===== src/rtl/hilo_pkg.sv =====
// Shared encodings, FSM states and helpers for the HI/LO multiply/divide sequencer.
package hilo_pkg;

  typedef enum logic [1:0] {
    OP_MULT  = 2'b00,
    OP_MULTU = 2'b01,
    OP_DIV   = 2'b10,
    OP_DIVU  = 2'b11
  } op_t;

  typedef enum logic [1:0] {
    IDLE = 2'b00,
    MUL  = 2'b01,
    DIV  = 2'b10,
    FIX  = 2'b11
  } state_t;

  localparam int unsigned DIV_ITERS   = 32;
  localparam logic [31:0] DIV_ZERO_LO = 32'hFFFF_FFFF;

  // Two's-complement magnitude; unsigned operands pass through untouched.
  function automatic logic [31:0] abs32(input logic [31:0] v, input logic is_signed);
    return (is_signed && v[31]) ? (~v + 32'd1) : v;
  endfunction

endpackage


===== src/rtl/iter_divider.sv =====
// Unsigned 32/32 restoring divider, one quotient bit per step; 32 steps after load.
module iter_divider (
  input  logic        clk,
  input  logic        rst,
  input  logic        load,
  input  logic        step,
  input  logic [31:0] dividend,
  input  logic [31:0] divisor,
  output logic [31:0] quotient,
  output logic [31:0] remainder
);

  logic [31:0] quo_q;
  logic [31:0] rem_q;
  logic [31:0] dvs_q;
  logic [32:0] rem_shift;
  logic [32:0] diff;

  // The dividend is shifted out of the quotient register as quotient bits shift in.
  always_comb begin
    rem_shift = {rem_q, quo_q[31]};
    diff      = rem_shift - {1'b0, dvs_q};
  end

  always_ff @(posedge clk or posedge rst) begin
    if (rst) begin
      quo_q <= '0;
      rem_q <= '0;
      dvs_q <= '0;
    end else if (load) begin
      quo_q <= dividend;
      rem_q <= '0;
      dvs_q <= divisor;
    end else if (step) begin
      if (!diff[32]) begin
        rem_q <= diff[31:0];
        quo_q <= {quo_q[30:0], 1'b1};
      end else begin
        rem_q <= rem_shift[31:0];
        quo_q <= {quo_q[30:0], 1'b0};
      end
    end
  end

  assign quotient  = quo_q;
  assign remainder = rem_q;

endmodule


===== src/rtl/hilo_muldiv_ctrl.sv =====
// E-stage HI/LO multiply/divide sequencer owning the HI/LO registers.
// Optional HILO_DIV_ZERO_FAST_EN: divide-by-zero completes on the issue edge without going busy.
module hilo_muldiv_ctrl
  import hilo_pkg::*;
#(
  parameter int unsigned MULT_LATENCY = 4
) (
  input  logic        clk,
  input  logic        rst,
  input  logic        start_e,
  input  logic [1:0]  op_e,
  input  logic [31:0] rs_val_e,
  input  logic [31:0] rt_val_e,
  input  logic        hilo_read_e,
  input  logic        hi_write_e,
  input  logic        lo_write_e,
  input  logic [31:0] mt_data_e,
  input  logic        flush,
  output logic        busy,
  output logic        stall,
  output logic        done,
  output logic [31:0] hi_out,
  output logic [31:0] lo_out
);

  localparam logic [4:0] MUL_LAST = 5'(MULT_LATENCY - 1);
  localparam logic [4:0] DIV_LAST = 5'(DIV_ITERS - 1);

  state_t      state_q, state_d;
  logic [4:0]  cnt_q, cnt_d;
  op_t         op_q, op_d;
  logic [31:0] a_q, a_d;
  logic [31:0] b_q, b_d;
  logic [31:0] hi_q, hi_d;
  logic [31:0] lo_q, lo_d;
  logic        done_q, done_d;

  logic        div_load;
  logic        div_step;
  logic [31:0] quo;
  logic [31:0] rem;
  logic        issue_signed;
  logic        op_signed;
  logic [63:0] a_ext;
  logic [63:0] b_ext;
  logic [63:0] prod;
  logic [31:0] quo_fix;
  logic [31:0] rem_fix;

  assign issue_signed = (op_e == OP_DIV);
  assign op_signed    = (op_q == OP_MULT) || (op_q == OP_DIV);

  iter_divider u_div (
    .clk       (clk),
    .rst       (rst),
    .load      (div_load),
    .step      (div_step),
    .dividend  (abs32(rs_val_e, issue_signed)),
    .divisor   (abs32(rt_val_e, issue_signed)),
    .quotient  (quo),
    .remainder (rem)
  );

  // Low 64 bits of a 64x64 product of sign-extended operands give the signed result.
  always_comb begin
    a_ext = op_signed ? {{32{a_q[31]}}, a_q} : {32'd0, a_q};
    b_ext = op_signed ? {{32{b_q[31]}}, b_q} : {32'd0, b_q};
    prod  = a_ext * b_ext;
  end

  // Quotient truncates toward zero; remainder follows the dividend's sign.
  always_comb begin
    quo_fix = (op_signed && (a_q[31] ^ b_q[31])) ? (~quo + 32'd1) : quo;
    rem_fix = (op_signed && a_q[31]) ? (~rem + 32'd1) : rem;
  end

  always_comb begin
    state_d  = state_q;
    cnt_d    = cnt_q;
    op_d     = op_q;
    a_d      = a_q;
    b_d      = b_q;
    hi_d     = hi_q;
    lo_d     = lo_q;
    done_d   = 1'b0;
    div_load = 1'b0;
    div_step = 1'b0;
    unique case (state_q)
      IDLE: begin
        if (start_e && !flush) begin
          op_d = op_t'(op_e);
          a_d  = rs_val_e;
          b_d  = rt_val_e;
          if (op_e[1]) begin
`ifdef HILO_DIV_ZERO_FAST_EN
            if (rt_val_e == 32'd0) begin
              hi_d   = rs_val_e;
              lo_d   = DIV_ZERO_LO;
              done_d = 1'b1;
            end else begin
              state_d  = DIV;
              cnt_d    = DIV_LAST;
              div_load = 1'b1;
            end
`else
            state_d  = DIV;
            cnt_d    = DIV_LAST;
            div_load = 1'b1;
`endif
          end else begin
            state_d = MUL;
            cnt_d   = MUL_LAST;
          end
        end else if (!flush) begin
          // A start in the same cycle takes priority and drops the MT write.
          if (hi_write_e) hi_d = mt_data_e;
          if (lo_write_e) lo_d = mt_data_e;
        end
      end
      MUL: begin
        if (flush) begin
          state_d = IDLE;
        end else if (cnt_q == 5'd0) begin
          state_d = IDLE;
          hi_d    = prod[63:32];
          lo_d    = prod[31:0];
          done_d  = 1'b1;
        end else begin
          cnt_d = cnt_q - 5'd1;
        end
      end
      DIV: begin
        if (flush) begin
          state_d = IDLE;
        end else begin
          div_step = 1'b1;
          if (cnt_q == 5'd0) state_d = FIX;
          else               cnt_d   = cnt_q - 5'd1;
        end
      end
      FIX: begin
        state_d = IDLE;
        if (!flush) begin
          done_d = 1'b1;
          if (b_q == 32'd0) begin
            hi_d = a_q;
            lo_d = DIV_ZERO_LO;
          end else begin
            hi_d = rem_fix;
            lo_d = quo_fix;
          end
        end
      end
      default: state_d = IDLE;
    endcase
  end

  always_ff @(posedge clk or posedge rst) begin
    if (rst) begin
      state_q <= IDLE;
      cnt_q   <= '0;
      op_q    <= OP_MULT;
      a_q     <= '0;
      b_q     <= '0;
      hi_q    <= '0;
      lo_q    <= '0;
      done_q  <= 1'b0;
    end else begin
      state_q <= state_d;
      cnt_q   <= cnt_d;
      op_q    <= op_d;
      a_q     <= a_d;
      b_q     <= b_d;
      hi_q    <= hi_d;
      lo_q    <= lo_d;
      done_q  <= done_d;
    end
  end

  assign busy   = (state_q != IDLE);
  assign stall  = busy & (start_e | hilo_read_e | hi_write_e | lo_write_e);
  assign done   = done_q;
  assign hi_out = hi_q;
  assign lo_out = lo_q;

endmodule


===== config.mk =====
export PLATFORM = sky130hd
export DESIGN_NAME = hilo_muldiv_ctrl
export DESIGN_NICKNAME = d
export VERILOG_FILES = /design/src/rtl/hilo_pkg.sv /design/src/rtl/iter_divider.sv /design/src/rtl/hilo_muldiv_ctrl.sv
export SDC_FILE = /design/constraint.sdc
export NUM_CORES = 2
export LEC_CHECK = 0
export BUFFER_PORTS_ARGS = -buffer_cell sky130_fd_sc_hd__buf_2
export CAP_MARGIN = 5
export CORE_AREA = 10 10 386 388
export DETAILED_ROUTE_END_ITERATION = 10
export DIE_AREA = 0 0 396 398
export PLACE_DENSITY = 0.68
export SYNTH_ARGS = -nofsm -noshare
export SYNTH_HDL_FRONTEND = slang
export SYNTH_HIERARCHICAL = 1
export SYNTH_SLANG_ARGS = --single-unit

===== constraint.sdc =====
create_clock -name clk -period 12.87 [get_ports clk]
set_input_delay 2.574 -clock clk [delete_from_list [all_inputs] [get_ports clk]]
set_output_delay 2.574 -clock clk [all_outputs]
set_load 0.02 [all_outputs]

* Word-level counts from Yosys, hierarchy flattened
Cells that the tools add are included.
** Storage, ports and cells
- Bits in registers :: 234
- Output and inout port bits :: 67
- Logic and storage cells :: 113
** Operators by class
- Add/sub/neg operators :: 6
- Multipliers :: 1
- Eq/ne operators :: 17
- Muxes and demuxes :: 48
- Bitwise logic cells :: 9
- Reduce and logical (&&, ||, !) cells :: 21
** Operators by type and width (number)
- two-way mux 32 bit :: 23
- case mux 32 bit (3 select lines) :: 2
- adder 32 x 1 -> 32 bit, second input constant :: 4
- two-way mux 64 bit :: 2
- NOT 32 bit :: 4
- multiplier 64 x 64 -> 64 bit :: 1
- subtractor 33 x 32 -> 33 bit :: 1
- zero test 32 bit :: 1
- two-way mux 5 bit :: 4
- inequality test 2 bit, second input constant :: 10
- AND reduction 7 bit :: 2
- two-way mux 2 bit :: 6
- case mux 5 bit (2 select lines) :: 1
- == test 2 bit, second input constant :: 4
- two-way mux 1 bit :: 8
- case mux 2 bit (4 select lines) :: 1
- inequality test 3 bit, second input constant :: 2
- nonzero test 2 bit :: 3
- logical AND 1 bit :: 5
- zero test 5 bit :: 1
- subtractor 5 x 1 -> 5 bit, second input constant :: 1
- zero test 2 bit :: 2
- AND reduction 4 bit :: 1
- bitwise OR 1 bit :: 3
- other kinds (10) :: 10

* Depth between registers and ports, before layout
- Depth after elaboration :: 7
- Gate-level depth with buffers :: 36
- Depth with buffers taken out :: 33

* Hierarchy
The synthesis kept the hierarchy.
** Modules (own cells, without submodules)
- hilo_muldiv_ctrl :: instances 1, cells an instance 6137, area an instance 56842.0 µm²
- iter_divider :: instances 1, cells an instance 716, area an instance 6336.1 µm²

* Least setup slack after synthesis
OpenSTA, ideal clock, no wires.
- Kind :: register to register
- From :: register a_q[31]
- To :: register hi_q[29], in the netlist hi_out[29]
- Library setup time :: 126 ps
- Arrival time :: 9285 ps
- Required time :: 12744 ps
- Setup slack :: 3459 ps
- Stages on the path, launching flop included :: 30
- Buffers on the path :: 3
- Path through :: dfrtp_1 nor2b_1 buf_4 clkbuf_1 buf_1 nand2_1 fa_1 inv_1 fa_1 fa_1 inv_1 fa_1 inv_1 fa_1 fa_1 fa_1 fa_1 fa_1 inv_1 fa_1 inv_1 ha_1 a21o_1 a21o_1 a21oi_1 o21bai_1 a21o_1 a31o_2 and3_1 o32a_1
** Between the ends
- Word-level cells in the longest chain between the ends :: 5
- Elaborated cells between the ends (all ways) :: 9
- Those cells by class :: mul: 1; mux: 7; reduce/logical: 1
** Ends and longest elaborated chain
- start: declaration :: RTL line hilo_muldiv_ctrl.sv:32 : logic [31:0] a_q, a_d;
- start signal: assignment :: RTL line hilo_muldiv_ctrl.sv:163 : a_q <= '0;
- start signal: assignment :: RTL line hilo_muldiv_ctrl.sv:172 : a_q <= a_d;
- two-way mux 64 bit or logical AND 1 bit (tied branches) :: RTL line hilo_muldiv_ctrl.sv:66, hilo_muldiv_ctrl.sv:74
- multiplier 64 x 64 -> 64 bit or two-way mux 32 bit (tied branches) :: RTL line hilo_muldiv_ctrl.sv:68, hilo_muldiv_ctrl.sv:74
- two-way mux 32 bit (on tied branches) :: RTL line hilo_muldiv_ctrl.sv:123, hilo_muldiv_ctrl.sv:145
- two-way mux 32 bit (on tied branches) :: RTL line hilo_muldiv_ctrl.sv:121, hilo_muldiv_ctrl.sv:143
- case mux 32 bit (3 select lines) * :: RTL line hilo_muldiv_ctrl.sv:88 : unique case (state_q)
- end signal: assignment :: RTL line hilo_muldiv_ctrl.sv:174 : hi_q <= hi_d;
- end: declaration :: RTL line hilo_muldiv_ctrl.sv:34 : logic [31:0] hi_q, hi_d;
Every way passes the cells marked *; elsewhere a longest branch is shown, timed or not. The select of a mux whose other input is x is not followed.
A chain may end at the register's enable or synchronous reset.

* Worst setup path after layout
- From :: register op_q[0]
- To :: register hi_q[28], in the netlist hi_out[28]
** Between the ends
- Word-level cells in the longest chain between the ends :: 7
- Elaborated cells between the ends (all ways) :: 13
- Those cells by class :: mul: 1; eq/ne: 1; mux: 8; reduce/logical: 3
** Ends and longest elaborated chain
- start: declaration :: RTL line hilo_muldiv_ctrl.sv:31 : op_t op_q, op_d;
- start signal: assignment :: RTL line hilo_muldiv_ctrl.sv:171 : op_q <= op_d;
- == test 2 bit or zero test 2 bit (tied branches) :: RTL line hilo_muldiv_ctrl.sv:51 : assign op_signed = (op_q == OP_MULT) || (op_q == OP_DIV);
- logical OR 1 bit * :: RTL line hilo_muldiv_ctrl.sv:51
- two-way mux 64 bit (tied with other cells) :: RTL line hilo_muldiv_ctrl.sv:66 : a_ext = op_signed ? {{32{a_q[31]}}, a_q} : {32'd0, a_q};
- multiplier 64 x 64 -> 64 bit or two-way mux 32 bit (tied branches) :: RTL line hilo_muldiv_ctrl.sv:68, hilo_muldiv_ctrl.sv:74
- two-way mux 32 bit (on tied branches) :: RTL line hilo_muldiv_ctrl.sv:123, hilo_muldiv_ctrl.sv:145
- two-way mux 32 bit (on tied branches) :: RTL line hilo_muldiv_ctrl.sv:121, hilo_muldiv_ctrl.sv:143
- case mux 32 bit (3 select lines) * :: RTL line hilo_muldiv_ctrl.sv:88
Marks and branches as above.

==> results.sh <==
export IMPL_status="complete, no violations"
export IMPL_drive_gt1_share_pct=6.750
export IMPL_fill_cells=13440
export IMPL_synthCells=6853
export IMPL_hold_class="flop to flop"
export IMPL_antenna_found_initial=5
export IMPL_slew_headroom_pct=18.17
export IMPL_ys_types=98
export IMPL_finalSetupViolCount=0
export IMPL_grt_overflow_total=0
export IMPL_clk_pin_slew_worst_paths_ns=0.07
export IMPL_clock_sinks=233
export IMPL_min_period_ns=10.47
export IMPL_synth_compound_area_share_pct=7.926
export IMPL_grt_max_degree=158
export IMPL_maxCapViolCount=0
export IMPL_finalSetupTns_ns=0
export IMPL_core_sq_mm=0.1411
export IMPL_nNetsFinal=8669
export IMPL_synth_edf_count=0
export IMPL_drc=0
export IMPL_synthTopCellsByArea="fa_1, inv_1, dfrtp_1"
export IMPL_multi_input_area_sq_mm=0.05003
export IMPL_crit_top_cell="fa_1"
export IMPL_holdBufCountCts=0
export IMPL_cts_max_level=1
export IMPL_finalCritPeriodShare_pct=81.33
export IMPL_path_buf_inv=7
export IMPL_cts_tree="built"
export IMPL_hold_depth=2
export IMPL_critical_path_max_stage_delay_ns=0.88
export IMPL_synth_xor_area_share_pct=3.604
export IMPL_path_max_fanout=29
export IMPL_synthAdderAreaFrac_pct=51.99
export IMPL_r2r_cells=28
export IMPL_synth_ff_type="dfrtp_1"
export IMPL_synth_area_sq_mm=0.06318
export IMPL_dp_hpwl_mm=165.7
export IMPL_wl_per_cell_microns=23.19
export IMPL_yosysWarnings=6
export IMPL_synth_top_family_by_area="adder cells"
export IMPL_setup_worst_path_class="flop to flop"
export IMPL_drt_vias_per_instance=5.459
export IMPL_top_usage_layer="met2"
export IMPL_cts_root_buf="clkbuf_16"
export IMPL_slowest_stage="fa_1"
export IMPL_fin_util_pct=47.29
export IMPL_grt_pass1_vias=52170
export IMPL_synth_top_area_cell="fa_1"
export IMPL_rsz0062_at_grt="no"
export IMPL_synth_seq_cells=233
export IMPL_slew_viol_final=0
export IMPL_die_area_sq_mm=0.1576
export IMPL_initial_core_util_pct=44.79
export IMPL_synth_seq_area_share_pct=9.229
export IMPL_yosys_area_share_simple_pct=13.80
export IMPL_cts_post_setup_buffers_inserted=0
export IMPL_syn_to_final_growth_pct=5.599
export IMPL_io_pins=172
export IMPL_cts_buffers=28
export IMPL_use_met3_pct=6.616
export IMPL_fmax_mhz=95.54
export IMPL_clock_latency_ns=0.62
export IMPL_avgSynthCellArea_sq_um=9.219
export IMPL_crit_cells=28
export IMPL_first_pass_iters=6
export IMPL_synthArstFlopShare_pct=100.0
export IMPL_hold_viol=0
export IMPL_vias=47520
export IMPL_worstPathRequired_ns=13.32
export IMPL_post_cts_resized=0
export IMPL_die_w_microns=396
export IMPL_synth_nets=8729
export IMPL_gp_congestion=0.9823
export IMPL_critPathTopFamily="adder cells"
export IMPL_grt_use_met1_pct=34.12
export IMPL_insertedDiodeCount=0
export IMPL_seqCellArea_sq_mm=0.005833
export IMPL_synth_top_cell_area_share_pct=45.00
export IMPL_tightest_slew_ns=1.223
export IMPL_clock_path_buffers=3
export IMPL_wirelength_mm=201.9
export IMPL_synthMuxAreaShare_pct=1.737
export IMPL_gr_usage_met2_pct=40.85
export IMPL_worstSetupEndpointType="flop"
export IMPL_die_h_microns=398
export IMPL_grt_pass1_wl_mm=315.7
export IMPL_rows=138
export IMPL_drt_iter0_drc=3605
export IMPL_finalClockSkew_ns=0.04176
export IMPL_ant_nets=0
export IMPL_worstPathArrival_ns=10.92
export IMPL_startpoint_type="flop"
export IMPL_grtUsageTotal_pct=26.00
export IMPL_port_buffers=171
[per-layer routing]
layer / vias up / part of all wire, %
met5: - / 0.017
met4: 6 / 5.2
met3: 436 / 9.9
met2: 2065 / 45
met1: 24570 / 40
li1: 20440 / -
[area by class of cell]
type	instances	share of cell area, %
flip-flops and latches	233	8.743
well taps	1890	3.545
clock inverters	15	0.2176
clock buffers	37	1.193
multi-input cells	4674	74.99
repair buffers	264	2.348
inverters	1592	8.968
[final timing paths]
path | slack [ns] | from | to
max reg2reg | 2.40 | op_q[0] | hi_out[28]
min reg2reg | 0.48 | hi_out[11] | hi_out[11]
max | 2.40 | op_q[0] | hi_out[28]
min in group asynchronous | 1.99 | rst | b_q[18]
min | 0.48 | hi_out[11] | hi_out[11]
max in group asynchronous | 8.90 | rst | lo_out[11]
[stage by stage]
stage               area [sq um]  hold slack (ns)  setup slack, ns  cells
floorplan                  63180           0.4849            3.459   6853
global placement           65770           0.4666            2.568   8653
detailed placement         65770           0.4714            2.450   8653
CTS                        66720           0.4865            2.436   8705
global route               66720           0.5297            2.004   8705
finish                     66720           0.4836            2.403   8705
[cell usage in the layout (no fill, tap or decap), types with 28 or more instances in the layout]
cell / instances
o21ai_0: 227
dfrtp_1: 231
a21o_1: 50
nand3_1: 30
nor2_1: 192
inv_1: 1590
nand2_1: 772
xor2_1: 98
a21oi_1: 163
mux2_2: 60
buf_4: 92
mux2i_1: 41
a31oi_1: 51
nor4_1: 28
xnor2_1: 162
and2_1: 589
buf_2: 171
ha_1: 349
fa_1: 1420
clkbuf_16: 29
[worst reg2reg max path, delay by kind of cell, from the launching register on]
kind | cells | cell delay [ns]
compound gates | 5 | 1.76
xor+xnor | 1 | 0.18
fa+ha+maj | 11 | 5.77
buf+inv | 7 | 1.06
flops | 1 | 0.47
simple gates | 4 | 1.10
[cells by family (layout without fill, tap and decap cells)]
family | after synthesis | in the layout
flops | 233 | 233
compound gates | 755 | 755
simple gates | 1783 | 1783
xor+xnor | 260 | 260
fa+ha+maj | 1774 | 1774
buf+inv | 1946 | 1908
mux | 102 | 102
[Yosys cell counts, types with 20 or more instances]
master and number:
a21o_1 50, clkbuf_1 322, nor4_1 28, nor3_1 27
o21ai_0 227, inv_1 1592, nor2_1 195, nor2b_1 20
nand3_1 30, dfrtp_1 233, a221oi_1 25, a21oi_1 165
a31oi_1 51, and2_1 589, o31ai_1 27, fa_1 1420
mux2i_1 41, xnor2_1 162, ha_1 351, nand2b_1 25
nand2_1 774, mux2_2 60, xor2_1 98
[sequential cells by signal, indices dropped and copies added, names as in the netlist, 5 cells and up]
signal	cells
u_div/dvs_q	32
a_q	32
u_div/quotient	32
lo_out	32
b_q	32
cnt_q	5
hi_out	32
u_div/remainder	32
Power is left out: the tool's default activity adds up to more than one toggle a clock period on the data nets, which glitch-free logic cannot reach.
